[src/rtl/dma_pkg.sv]
// Shared definitions for the DMA bus-side transfer engine.
package dma_pkg;

   typedef enum logic [2:0] {
      ST_IDLE,
      ST_REQ,
      ST_BEGIN,
      ST_RD,
      ST_WR,
      ST_END,
      ST_DONE,
      ST_ERR
   } dma_state_t;

   localparam logic       DIR_READ     = 1'b0;
   localparam logic       DIR_WRITE    = 1'b1;
   localparam logic [3:0] BYTE_EN_WORD = 4'hF;

endpackage

[src/rtl/dma_burst_counter.sv]
// Tracks words left in the block and in the current burst.
module dma_burst_counter #(
   parameter int BLOCK_W = 10
) (
   input  logic               clock,
   input  logic               reset,
   input  logic               load_block,
   input  logic [BLOCK_W-1:0] block_size,
   input  logic               load_burst,
   input  logic [7:0]         burst_cfg,
   input  logic               dec,
   output logic [8:0]         burst_words,
   output logic               last_in_burst,
   output logic               last_in_block,
   output logic               block_empty
);

   logic [BLOCK_W-1:0] remaining;
   logic [8:0]         burst_left;
   logic [8:0]         burst_len;
   logic [8:0]         words_next;

   // Next burst length is the configured burst clipped to what is left in the block.
   always_comb begin
      burst_len  = {1'b0, burst_cfg} + 9'd1;
      words_next = burst_len;
      if (BLOCK_W'(burst_len) > remaining) begin
         words_next = remaining[8:0];
      end
   end

   // Block and burst word counters; both only ever count down.
   always_ff @(posedge clock or negedge reset) begin
      if (!reset) begin
         remaining   <= '0;
         burst_left  <= '0;
         burst_words <= '0;
      end else if (load_block) begin
         remaining   <= block_size;
         burst_left  <= '0;
         burst_words <= '0;
      end else if (load_burst) begin
         burst_left  <= words_next;
         burst_words <= words_next;
      end else if (dec) begin
         remaining  <= remaining - 1'b1;
         burst_left <= burst_left - 9'd1;
      end
   end

   assign last_in_burst = (burst_left == 9'd1);
   assign last_in_block = (remaining == BLOCK_W'(1));
   assign block_empty   = (remaining == '0);

endmodule

[src/rtl/dma_bus_master.sv]
// Moves a block between the shared bus and the on-chip DMA buffer as re-arbitrated bursts.
//
// state    | meaning
// ---------+-------------------------------------------------
// IDLE     | waiting for cfg_start
// REQ      | requesting the bus for the next burst
// BEGIN    | address / burst-length cycle
// RD       | bus read burst, data written into the buffer
// WR       | bus write burst, buffer data driven on the bus
// END      | burst closed, request dropped, address advanced
// DONE     | block complete, done pulse
// ERR      | bus error, burst abandoned, done pulse
module dma_bus_master
   import dma_pkg::*;
#(
   parameter int MEM_AW  = 9,
   parameter int BLOCK_W = 10
) (
   input  logic               clock,
   input  logic               reset,
   input  logic               cfg_start,
   input  logic               cfg_dir,
   input  logic [31:0]        cfg_bus_addr,
   input  logic [MEM_AW-1:0]  cfg_mem_addr,
   input  logic [BLOCK_W-1:0] cfg_block_size,
   input  logic [7:0]         cfg_burst_size,
   output logic               busy,
   output logic               done,
   output logic               error,
   output logic               bus_request,
   input  logic               bus_grant,
   output logic               begin_transaction_out,
   output logic               end_transaction_out,
   output logic               data_valid_out,
   output logic               read_n_write_out,
   output logic [31:0]        address_data_out,
   output logic [3:0]         byte_enables_out,
   output logic [7:0]         burst_size_out,
   input  logic [31:0]        address_data_in,
   input  logic               end_transaction_in,
   input  logic               data_valid_in,
   input  logic               busy_in,
   input  logic               error_in,
   output logic [MEM_AW-1:0]  mem_addr,
   output logic               mem_we,
   output logic [31:0]        mem_wdata,
   input  logic [31:0]        mem_rdata
);

   dma_state_t        state, state_nxt;
   logic              dir_q;
   logic [31:0]       bus_addr_q;
   logic [MEM_AW-1:0] mem_ptr;
   logic [7:0]        burst_cfg_q;
   logic              error_q;
   logic [31:0]       hold_q;
   logic              hold_valid;
   logic              fetch_pend;

   logic [8:0]        burst_words;
   logic [8:0]        burst_m1;
   logic              last_in_burst, last_in_block, block_empty;
   logic              start_ok, load_burst, rd_take, accept, fetch, dec;
   logic              wr_src_valid;
   logic [31:0]       wr_data;

   assign start_ok     = (state == ST_IDLE) && cfg_start;
   assign load_burst   = (state == ST_REQ) && bus_grant;
   assign rd_take      = (state == ST_RD) && data_valid_in && !error_in;
   // The word on the bus comes from the holding register if a stall parked it there,
   // otherwise straight from the buffer read issued last cycle.
   assign wr_src_valid = hold_valid || fetch_pend;
   assign wr_data      = hold_valid ? hold_q : mem_rdata;
   assign accept       = (state == ST_WR) && wr_src_valid && !busy_in;
   assign fetch        = ((state == ST_BEGIN) && (dir_q == DIR_WRITE)) ||
                         (accept && !last_in_burst && !last_in_block);
   assign dec          = rd_take || accept;
   assign burst_m1     = burst_words - 9'd1;

   assign busy     = (state != ST_IDLE);
   assign error    = error_q;
   assign mem_addr = mem_ptr;

   dma_burst_counter #(.BLOCK_W(BLOCK_W)) u_cnt (
      .clock         (clock),
      .reset         (reset),
      .load_block    (start_ok),
      .block_size    (cfg_block_size),
      .load_burst    (load_burst),
      .burst_cfg     (burst_cfg_q),
      .dec           (dec),
      .burst_words   (burst_words),
      .last_in_burst (last_in_burst),
      .last_in_block (last_in_block),
      .block_empty   (block_empty)
   );

   // State register.
   always_ff @(posedge clock or negedge reset) begin
      if (!reset) state <= ST_IDLE;
      else        state <= state_nxt;
   end

   // Next-state and bus/buffer output decode.
   always_comb begin
      state_nxt             = state;
      bus_request           = 1'b0;
      begin_transaction_out = 1'b0;
      end_transaction_out   = 1'b0;
      data_valid_out        = 1'b0;
      read_n_write_out      = 1'b0;
      address_data_out      = '0;
      byte_enables_out      = '0;
      burst_size_out        = '0;
      mem_we                = 1'b0;
      mem_wdata             = '0;
      done                  = 1'b0;
      case (state)
         ST_IDLE: begin
            if (cfg_start) state_nxt = (cfg_block_size == '0) ? ST_DONE : ST_REQ;
         end
         ST_REQ: begin
            bus_request = 1'b1;
            if (bus_grant) state_nxt = ST_BEGIN;
         end
         ST_BEGIN: begin
            bus_request           = 1'b1;
            begin_transaction_out = 1'b1;
            address_data_out      = bus_addr_q;
            burst_size_out        = burst_m1[7:0];
            read_n_write_out      = ~dir_q;
            byte_enables_out      = BYTE_EN_WORD;
            state_nxt             = (dir_q == DIR_WRITE) ? ST_WR : ST_RD;
         end
         ST_RD: begin
            bus_request = 1'b1;
            mem_we      = rd_take;
            if (rd_take) mem_wdata = address_data_in;
            if (error_in)                state_nxt = ST_ERR;
            else if (end_transaction_in) state_nxt = ST_END;
         end
         ST_WR: begin
            bus_request    = 1'b1;
            data_valid_out = wr_src_valid;
            if (wr_src_valid) begin
               address_data_out = wr_data;
               byte_enables_out = BYTE_EN_WORD;
            end
            if (error_in)                     state_nxt = ST_ERR;
            else if (accept && last_in_burst) state_nxt = ST_END;
         end
         ST_END: begin
            end_transaction_out = (dir_q == DIR_WRITE);
            state_nxt           = block_empty ? ST_DONE : ST_REQ;
         end
         ST_DONE: begin
            done      = 1'b1;
            state_nxt = ST_IDLE;
         end
         ST_ERR: begin
            done                = 1'b1;
            end_transaction_out = (dir_q == DIR_WRITE);
            state_nxt           = ST_IDLE;
         end
         default: state_nxt = ST_IDLE;
      endcase
   end

   // Transfer context: latched config, running addresses, sticky error.
   always_ff @(posedge clock or negedge reset) begin
      if (!reset) begin
         dir_q       <= DIR_READ;
         bus_addr_q  <= '0;
         mem_ptr     <= '0;
         burst_cfg_q <= '0;
         error_q     <= 1'b0;
      end else begin
         if (start_ok) begin
            dir_q       <= cfg_dir;
            bus_addr_q  <= cfg_bus_addr;
            burst_cfg_q <= cfg_burst_size;
            error_q     <= 1'b0;
         end else if (state == ST_END) begin
            bus_addr_q <= bus_addr_q + {21'b0, burst_words, 2'b00};
         end
         if (start_ok)              mem_ptr <= cfg_mem_addr;
         else if (rd_take || fetch) mem_ptr <= mem_ptr + 1'b1;
         if (((state == ST_RD) || (state == ST_WR)) && error_in) error_q <= 1'b1;
      end
   end

   // Write-side prefetch: parks the fetched word while the slave stalls.
   always_ff @(posedge clock or negedge reset) begin
      if (!reset) begin
         fetch_pend <= 1'b0;
         hold_valid <= 1'b0;
         hold_q     <= '0;
      end else begin
         fetch_pend <= fetch;
         if (state != ST_WR) begin
            hold_valid <= 1'b0;
         end else if (accept) begin
            hold_valid <= 1'b0;
         end else if (fetch_pend && !hold_valid) begin
            hold_q     <= mem_rdata;
            hold_valid <= 1'b1;
         end
      end
   end

endmodule
[config.mk]
export PLATFORM = sky130hd
export DESIGN_NAME = dma_bus_master
export DESIGN_NICKNAME = d
export VERILOG_FILES = /design/src/rtl/dma_pkg.sv /design/src/rtl/dma_burst_counter.sv /design/src/rtl/dma_bus_master.sv
export SDC_FILE = /design/constraint.sdc
export NUM_CORES = 1
export LEC_CHECK = 0
export ABC_AREA = 1
export CORE_MARGIN = 5
export CORE_UTILIZATION = 54
export CTS_BUF_LIST = sky130_fd_sc_hd__clkbuf_8
export CTS_CLUSTER_SIZE = 40
export DETAILED_ROUTE_END_ITERATION = 16
export MAX_ROUTING_LAYER = met4
export PLACE_DENSITY = 0.95
export SLEW_MARGIN = 15
export SYNTH_ARGS = -nofsm -noshare
export SYNTH_HDL_FRONTEND = slang
export SYNTH_SLANG_ARGS = --single-unit
[constraint.sdc]
create_clock -name clock -period 3.94 [get_ports clock]
set_input_delay 0.788 -clock clock [delete_from_list [all_inputs] [get_ports clock]]
set_output_delay 0.788 -clock clock [all_outputs]
set_load 0.005 [all_outputs]
==> impl_results.html, run 1 <==
<table>
<tr><th>Metric</th><th>Value</th></tr>
<tr><th colspan="2">Floorplanning</th></tr>
<tr><td>Die Area</td><td>18,100 µm²</td></tr>
<tr><td>Die boundary height</td><td>134 µm</td></tr>
<tr><td>Core area</td><td>15,200 µm²</td></tr>
<tr><td>Die span in x</td><td>134 µm</td></tr>
<tr><td>Initial cell density of the core</td><td>54.9%</td></tr>
<tr><td>Number of core rows</td><td>45</td></tr>
<tr><td>I/O pins</td><td>226</td></tr>
<tr><th colspan="2">Clock network</th></tr>
<tr><td>Post-CTS setup buffer count</td><td>0</td></tr>
<tr><td>Num CTS Buffers</td><td>17</td></tr>
<tr><td>Clock Pin Slew Worst Setup and Hold Paths</td><td>0.08 ns</td></tr>
<tr><td>Clock Root Buffer</td><td>sky130_fd_sc_hd__clkbuf_8</td></tr>
<tr><td>TritonCTS clock tree</td><td>done</td></tr>
<tr><td>Post-CTS Hold Fix Bufs</td><td>0</td></tr>
<tr><td>Latest clock arrival within the worst-skew pair</td><td>0.45 ns</td></tr>
<tr><td>Number of gates resized after cts</td><td>0</td></tr>
<tr><td>Number of clock sinks</td><td>116</td></tr>
<tr><td>H-tree levels</td><td>4</td></tr>
<tr><td>Number of buffers between clock root and the deepest sink</td><td>2</td></tr>
<tr><th colspan="2">Placed design</th></tr>
<tr><td>Number of input and output port buffers inserted</td><td>225</td></tr>
<tr><td>RD Place Congestion</td><td>0.958</td></tr>
<tr><td>HPWL after detailed placement</td><td>22.2 mm</td></tr>
<tr><td>DP Cell Count</td><td>1,653</td></tr>
<tr><td>Minimum setup slack after placement</td><td>0.370 ns</td></tr>
<tr><th colspan="2">Layout</th></tr>
<tr><td>Share of layout cells above drive strength 1</td><td>4.68%</td></tr>
<tr><td>Cell Count, Final, Fillers Out</td><td>1,685</td></tr>
<tr><td>Post-synthesis to final-layout area growth</td><td>33.4%</td></tr>
<tr><td>Final Net Count</td><td>1,642</td></tr>
<tr><td>Fill cell count</td><td>1,167</td></tr>
<tr><th colspan="2">Logic synthesis</th></tr>
<tr><td>Mapped Nets</td><td>1,432</td></tr>
<tr><td>Synthesis-stage register bit count</td><td>116</td></tr>
<tr><td>Warnings, synthesis</td><td>0</td></tr>
<tr><td>Dominant synthesized flop cell</td><td>sky130_fd_sc_hd__dfrtp_1</td></tr>
<tr><td>Cell area after technology mapping</td><td>8350 µm²</td></tr>
<tr><td>Post-Synthesis Cells</td><td>1,274</td></tr>
<tr><td>Number of flops mapped to enable cells by yosys</td><td>0</td></tr>
<tr><td>Library cells used by synthesis</td><td>44</td></tr>
<tr><td>Sequential element share of the synthesized area</td><td>34.8%</td></tr>
<tr><td>Mean instance size in the synthesized netlist</td><td>6.56 µm²</td></tr>
<tr><td>FFs w/ async S/R, synth</td><td>100%</td></tr>
<tr><th colspan="2">Route</th></tr>
<tr><td>Drt drc</td><td>0</td></tr>
<tr><td>Post-DRT Antenna Nets</td><td>0</td></tr>
<tr><td>Wire length per cell</td><td>17.3 µm</td></tr>
<tr><td>Final wirelength</td><td>29.2 mm</td></tr>
<tr><td>Average via count per standard cell</td><td>5.64</td></tr>
<tr><td>First drt pass iteration count</td><td>6</td></tr>
<tr><td>Vias</td><td>9,511</td></tr>
<tr><td>Detailed Route Iter0 Violations</td><td>1,086</td></tr>
<tr><th colspan="2">Setup path</th></tr>
<tr><td>Largest fanout of any net on the critical path</td><td>32</td></tr>
<tr><td>Worst r2r dst</td><td>u_cnt.burst_words[5]</td></tr>
<tr><td>Critical path endpoint category</td><td>primary output</td></tr>
<tr><td>Arrival time of the worst setup path</td><td>2.86 ns</td></tr>
<tr><td>Worst reg2reg setup slack</td><td>1.18 ns</td></tr>
<tr><td>Category of the worst setup path launch point</td><td>flip-flop</td></tr>
<tr><td>Crit Path Category</td><td>reg2out</td></tr>
<tr><td>Cell count of the worst reg-to-reg path</td><td>14</td></tr>
<tr><td>Critical path required time</td><td>3.15 ns</td></tr>
<tr><td>Reg-to-reg critical path startpoint</td><td>burst_cfg_q[0]</td></tr>
<tr><th colspan="2">Pwr</th></tr>
<tr><td>Power density of the placed cells</td><td>648 nW/µm²</td></tr>
<tr><td>Maximum vdd ir drop</td><td>0.352 mV</td></tr>
<tr><td>Leakage power figure</td><td>5.57 nW</td></tr>
<tr><th colspan="2">STA</th></tr>
<tr><td>Worst-margin pin slew</td><td>1.05 ns</td></tr>
<tr><td>Achievable clock frequency</td><td>274 MHz</td></tr>
<tr><td>Tcrit/Tclk final</td><td>92.6%</td></tr>
<tr><td>Smallest setup slack after layout</td><td>0.291 ns</td></tr>
<tr><td>Max_slew headroom</td><td>29.8%</td></tr>
<tr><td>RSZ-0062 raised after global routing</td><td>no</td></tr>
<tr><td>Final Setup Violations</td><td>0</td></tr>
<tr><td>Final hold slack</td><td>0.430 ns</td></tr>
<tr><td>Count of pins over their slew limit</td><td>0</td></tr>
<tr><td>Setup clock skew after layout</td><td>0.0124 ns</td></tr>
<tr><td>Hold violation count in the final report</td><td>0</td></tr>
<tr><td>Setup TNS</td><td>0 ns</td></tr>
<tr><td>Clock period minus final worst setup slack</td><td>3.65 ns</td></tr>
<tr><th colspan="2">Global route</th></tr>
<tr><td>Initial antenna violation count</td><td>1</td></tr>
<tr><td>First-pass GRT wire length</td><td>45.6 mm</td></tr>
<tr><td>Congestion Overflow GR</td><td>0</td></tr>
<tr><td>Number of global-route vias before repair</td><td>9,127</td></tr>
<tr><td>All-Layer GR Usage</td><td>32.8%</td></tr>
<tr><td>Largest net degree at the start of global routing</td><td>65</td></tr>
<tr><th colspan="2">Outcome</th></tr>
<tr><td>Run status</td><td>finished, final reports clean</td></tr>
<tr><th colspan="2">Min path</th></tr>
<tr><td>Classification of the worst-slack hold path</td><td>in2async</td></tr>
<tr><th colspan="2">Job</th></tr>
<tr><td>Max_cap viols</td><td>0</td></tr>
</table>
[per-stage QoR]
step / area [µm²] / power, mW / utilization, %
after global routing: 11100 / 7.78 / 73.3
after floorplan: 8350 / 4.53 / -
after global placement: 10700 / 5.74 / 70.5
after CTS: 11100 / 7.15 / 73.3
final: 11100 / 7.23 / 73.3
after detailed placement: 10700 / 5.89 / 70.5
[kinds of logic (layout without fill, tap and decap cells)]
logic type / count (synthesis) / after routing / share of synthesized area, %
and+or+nand+nor: 679 / 679 / 34.7
buffers and inverters: 253 / 475 / 12.0
AOI/OAI and AO/OA: 185 / 185 / 13.0
DFF: 116 / 116 / 34.8
adders and majority gates: 26 / 26 / 3.99
xor gates and xnor gates: 15 / 15 / 1.57
other: 0 / 1 / 0
[cells in the mapped netlist, types with 6 or more instances]
cell	count	share of area, %
sky130_fd_sc_hd__o21ai_1	17	1.0
sky130_fd_sc_hd__inv_1	199	8.9
sky130_fd_sc_hd__a31oi_1	6	0.45
sky130_fd_sc_hd__xor2_1	11	1.2
sky130_fd_sc_hd__nor2_1	123	5.5
sky130_fd_sc_hd__inv_2	6	0.27
sky130_fd_sc_hd__nand3_1	153	9.2
sky130_fd_sc_hd__nand4_1	9	0.67
sky130_fd_sc_hd__nor3_1	7	0.42
sky130_fd_sc_hd__clkbuf_1	24	1.1
sky130_fd_sc_hd__o211ai_1	11	0.99
sky130_fd_sc_hd__dfrtp_1	116	35
sky130_fd_sc_hd__buf_2	16	0.96
sky130_fd_sc_hd__o21ai_0	81	4.9
sky130_fd_sc_hd__nand2_1	360	16
sky130_fd_sc_hd__o221ai_1	26	2.7
sky130_fd_sc_hd__a21oi_1	30	1.8
sky130_fd_sc_hd__ha_1	25	3.7
[worst max path at each step]
stage                        start                  end
floorplan           burst_cfg_q[0]  u_cnt.burst_left[2]
global placement     data_valid_in        mem_wdata[21]
detailed placement        error_in        mem_wdata[26]
CTS                       state[0]  address_data_out[7]
global route              state[0]  address_data_out[2]
finish                    state[0]  address_data_out[7]
[power by group]
part / switching (mW) / total [mW] / internal, mW
Combinational: 2.34 / 3.82 / 1.49
Sequential: 0.513 / 2.17 / 1.66
Clock: 0.533 / 1.24 / 0.702
[final cells by class]
cell class / instances / area [µm²] / area share [%]
repair buffers: 238 / 2350 / 21.1
clock inverters: 13 / 183 / 1.64
diodes: 1 / 2.50 / 0.0225
well taps: 188 / 235 / 2.11
multi-input cells: 905 / 4450 / 39.9
inverters: 206 / 776 / 6.96
clock buffers: 18 / 248 / 2.22
flip-flops and latches: 116 / 2900 / 26.0
[sequential cells by signal, indices dropped and copies added (netlist names)]
name	flops
bus_addr_q	32
hold_q	32
u_cnt.remaining	10
mem_addr	9
u_cnt.burst_left	9
u_cnt.burst_words	9
burst_cfg_q	8
state	3
dir_q	1
error	1
fetch_pend	1
hold_valid	1
[placed cells by master, fill, tap and decap left out, types with 7 or more instances in the layout]
cell / netlist / layout
sky130_fd_sc_hd__nand2_1: 360 / 360
sky130_fd_sc_hd__clkdlybuf4s50_1: 0 / 224
sky130_fd_sc_hd__inv_1: 199 / 200
sky130_fd_sc_hd__nand3_1: 153 / 153
sky130_fd_sc_hd__nor2_1: 123 / 123
sky130_fd_sc_hd__dfrtp_1: 116 / 116
sky130_fd_sc_hd__o21ai_0: 81 / 81
sky130_fd_sc_hd__a21oi_1: 30 / 30
sky130_fd_sc_hd__o221ai_1: 26 / 26
sky130_fd_sc_hd__ha_1: 25 / 25
sky130_fd_sc_hd__clkbuf_8: 0 / 18
sky130_fd_sc_hd__o21ai_1: 17 / 17
sky130_fd_sc_hd__buf_4: 5 / 14
sky130_fd_sc_hd__o211ai_1: 11 / 11
sky130_fd_sc_hd__xor2_1: 11 / 11
sky130_fd_sc_hd__nand4_1: 9 / 9
sky130_fd_sc_hd__nor3_1: 7 / 7
[critical path, stage by stage (launching register included)]
cell                              delay, ns
sky130_fd_sc_hd__dfrtp_1               0.47
sky130_fd_sc_hd__inv_2                 0.12
sky130_fd_sc_hd__nand3_1               0.11
sky130_fd_sc_hd__nor3_1                0.20
sky130_fd_sc_hd__inv_1                 0.49
sky130_fd_sc_hd__o211ai_1              0.43
sky130_fd_sc_hd__clkdlybuf4s50_1       0.59
[layer usage]
metal	vias up	global-route usage (%)	wire [µm]
met1	4381	40.5	11400
met3	71	8.55	3030
li1	4511	-	-
met4	0	12.0	918
met2	548	52.2	13800
met5	-	-	0
(Power assumes the default switching activity.)
==> run 2: changes to the inputs <==
--- a/constraint.sdc
+++ b/constraint.sdc
@@ -3,2 +3,2 @@
 set_output_delay 0.788 -clock clock [all_outputs]
-set_load 0.005 [all_outputs]
+set_load 0.1 [all_outputs]
==> run 2 against run 1 <==
Die area did not move; utilization rose by 4.5 points; critical path depth did not move; via count rose by 4.0%; largest cell class unchanged; highest routed layer unchanged.
==> impl_results.html, run 2 (synthesis results as in run 1) <==
<table>
<tr><th>Metric</th><th>Value</th></tr>
<tr><th colspan="2">Outcome</th></tr>
<tr><td>Run status</td><td>finished, final reports clean</td></tr>
<tr><th colspan="2">Layout</th></tr>
<tr><td>Most frequent standard cell in the layout excluding fill and tap cells</td><td>sky130_fd_sc_hd__nand2_1</td></tr>
<tr><td>Fill cell count</td><td>962</td></tr>
<tr><td>Largest registers ranked by flip-flop count</td><td>bus_addr_q x32, hold_q x32, u_cnt.remaining x10</td></tr>
<tr><td>Share of layout cells above drive strength 1</td><td>10.2%</td></tr>
<tr><td>Cell Count, Final, Fillers Out</td><td>1,684</td></tr>
<tr><td>Post-synthesis to final-layout area growth</td><td>41.6%</td></tr>
<tr><td>Commonest non-fill, non-tap cells in the layout</td><td>360 x sky130_fd_sc_hd__nand2_1, 199 x sky130_fd_sc_hd__inv_1, 153 x sky130_fd_sc_hd__nand3_1</td></tr>
<tr><td>Final Net Count</td><td>1,639</td></tr>
<tr><th colspan="2">Clock network</th></tr>
<tr><td>H-tree levels</td><td>4</td></tr>
<tr><td>Post-CTS setup buffer count</td><td>0</td></tr>
<tr><td>Number of buffers between clock root and the deepest sink</td><td>2</td></tr>
<tr><td>TritonCTS clock tree</td><td>done</td></tr>
<tr><td>Clock Root Buffer</td><td>sky130_fd_sc_hd__clkbuf_8</td></tr>
<tr><td>Number of gates resized after cts</td><td>0</td></tr>
<tr><td>Num CTS Buffers</td><td>17</td></tr>
<tr><td>Latest clock arrival within the worst-skew pair</td><td>0.46 ns</td></tr>
<tr><td>Number of clock sinks</td><td>116</td></tr>
<tr><td>Post-CTS Hold Fix Bufs</td><td>0</td></tr>
<tr><td>Clock Pin Slew Worst Setup and Hold Paths</td><td>0.08 ns</td></tr>
<tr><th colspan="2">Pwr</th></tr>
<tr><td>Part of the power in combinational logic</td><td>62.5%</td></tr>
<tr><td>Switching portion of total power</td><td>55.4%</td></tr>
<tr><td>Cell Int Power</td><td>4.01 mW</td></tr>
<tr><td>Power Total</td><td>8.99 mW</td></tr>
<tr><td>Leakage power figure</td><td>5.91 nW</td></tr>
<tr><td>P_sw</td><td>4.98 mW</td></tr>
<tr><td>Power density of the placed cells</td><td>760 nW/µm²</td></tr>
<tr><td>Maximum vdd ir drop</td><td>0.431 mV</td></tr>
<tr><td>Sequential power share</td><td>24.1%</td></tr>
<tr><td>Relative contribution of the clock network to total power</td><td>13.4%</td></tr>
<tr><th colspan="2">Placed design</th></tr>
<tr><td>Minimum setup slack after placement</td><td>0.492 ns</td></tr>
<tr><td>DP Cell Count</td><td>1,650</td></tr>
<tr><td>HPWL after detailed placement</td><td>22.6 mm</td></tr>
<tr><td>RD Place Congestion</td><td>1.01</td></tr>
<tr><td>Number of input and output port buffers inserted</td><td>225</td></tr>
<tr><th colspan="2">Floorplanning</th></tr>
<tr><td>Die span in x</td><td>134 µm</td></tr>
<tr><td>I/O pins</td><td>226</td></tr>
<tr><td>Core area</td><td>15,200 µm²</td></tr>
<tr><td>Number of core rows</td><td>45</td></tr>
<tr><td>Die Area</td><td>18,100 µm²</td></tr>
<tr><td>Initial cell density of the core</td><td>54.9%</td></tr>
<tr><td>Die boundary height</td><td>134 µm</td></tr>
<tr><th colspan="2">Setup path</th></tr>
<tr><td>Arrival time of the worst setup path</td><td>2.73 ns</td></tr>
<tr><td>Critical path required time</td><td>3.15 ns</td></tr>
<tr><td>Largest fanout of any net on the critical path</td><td>32</td></tr>
<tr><td>Category of the worst setup path launch point</td><td>flip-flop</td></tr>
<tr><td>Worst reg2reg setup slack</td><td>1.24 ns</td></tr>
<tr><td>Crit Path Category</td><td>reg2out</td></tr>
<tr><td>Critical path endpoint category</td><td>primary output</td></tr>
<tr><th colspan="2">STA</th></tr>
<tr><td>Setup TNS</td><td>0 ns</td></tr>
<tr><td>Clock period minus final worst setup slack</td><td>3.51 ns</td></tr>
<tr><td>RSZ-0062 raised after global routing</td><td>no</td></tr>
<tr><td>Worst-margin pin slew</td><td>1.07 ns</td></tr>
<tr><td>Hold violation count in the final report</td><td>0</td></tr>
<tr><td>Smallest setup slack after layout</td><td>0.425 ns</td></tr>
<tr><td>Tcrit/Tclk final</td><td>89.2%</td></tr>
<tr><td>Achievable clock frequency</td><td>285 MHz</td></tr>
<tr><td>Final hold slack</td><td>0.376 ns</td></tr>
<tr><td>Setup clock skew after layout</td><td>0.0126 ns</td></tr>
<tr><td>Final Setup Violations</td><td>0</td></tr>
<tr><td>Max_slew headroom</td><td>28.6%</td></tr>
<tr><td>Count of pins over their slew limit</td><td>0</td></tr>
<tr><th colspan="2">Global route</th></tr>
<tr><td>All-Layer GR Usage</td><td>34.1%</td></tr>
<tr><td>Congestion Overflow GR</td><td>0</td></tr>
<tr><td>Initial antenna violation count</td><td>2</td></tr>
<tr><td>First-pass GRT wire length</td><td>47.8 mm</td></tr>
<tr><td>Largest net degree at the start of global routing</td><td>65</td></tr>
<tr><td>Number of global-route vias before repair</td><td>9,718</td></tr>
<tr><th colspan="2">Min path</th></tr>
<tr><td>Classification of the worst-slack hold path</td><td>in2async</td></tr>
<tr><th colspan="2">Job</th></tr>
<tr><td>Max_cap viols</td><td>0</td></tr>
<tr><th colspan="2">Route</th></tr>
<tr><td>Post-DRT Antenna Nets</td><td>0</td></tr>
<tr><td>Average via count per standard cell</td><td>5.87</td></tr>
<tr><td>Wire length per cell</td><td>18.0 µm</td></tr>
<tr><td>Detailed Route Iter0 Violations</td><td>1,424</td></tr>
<tr><td>First drt pass iteration count</td><td>8</td></tr>
<tr><td>Drt drc</td><td>0</td></tr>
<tr><td>Vias</td><td>9,892</td></tr>
<tr><td>Final wirelength</td><td>30.4 mm</td></tr>
</table>
-- run 2: changes by cell type in the layout (fill, tap and decap cells not counted), sizes merged --
cell           previous run  this run
clkdlybuf4s50           224       141
buf                      14        94
clkinv                    3         5
bufinv                    4         3
diode                     1         2
-- run 2: critical path, cell delays in order (launching register included) --
cell	delay (ns)
sky130_fd_sc_hd__dfrtp_1	0.47
sky130_fd_sc_hd__inv_2	0.11
sky130_fd_sc_hd__nand3_1	0.10
sky130_fd_sc_hd__nor3_1	0.22
sky130_fd_sc_hd__inv_1	0.51
sky130_fd_sc_hd__o221ai_1	0.61
sky130_fd_sc_hd__buf_12	0.24
-- run 2: layout make-up --
cell class / instances / area, µm² / share of cell area, %
well taps: 188 / 235 / 1.99
inverters: 206 / 776 / 6.56
clock buffers: 18 / 248 / 2.10
diodes: 2 / 5.00 / 0.0423
flip-flops and latches: 116 / 2900 / 24.6
clock inverters: 14 / 175 / 1.48
multi-input cells: 905 / 4450 / 37.6
repair buffers: 235 / 3030 / 25.6
-- run 2: per-layer routing --
metal / up-vias / GRT usage [%] / wire (µm)
li1: 4507 / - / -
met1: 4530 / 40.1 / 11100
met2: 696 / 53.1 / 14100
met3: 159 / 9.53 / 3450
met4: 0 / 18.6 / 1770
met5: - / - / 0
-- run 2: power groups by stage --
stage | clock (mW) | combinational (mW) | sequential, mW
floorplan | 0 | 3.64 | 2.28
global placement | 0 | 5.25 | 2.12
detailed placement | 0 | 5.45 | 2.14
CTS | 1.19 | 5.52 | 2.14
global route | 1.25 | 6.00 | 2.22
finish | 1.20 | 5.62 | 2.17
-- run 2: through the flow --
| stage | utilization [%] | area (µm²) |
|---|---|---|
| finish | 77.8 | 11800 |
| global route | 77.8 | 11800 |
| CTS | 77.7 | 11800 |
| detailed placement | 75.0 | 11400 |
| global placement | 75.0 | 11400 |
| floorplan | - | 8350 |
-- run 2: path summary, 6_finish.rpt --
kind | start | to | cells past startpoint
max in group asynchronous | reset | u_cnt.burst_left[7] | 2
hold reg to reg | hold_q[2] | hold_q[2] | 2
min in group clock | hold_q[2] | hold_q[2] | 2
hold / removal | reset | hold_q[19] | 1
setup / recovery | state[0] | address_data_out[6] | 6
setup reg to reg | burst_cfg_q[0] | u_cnt.burst_words[5] | 14
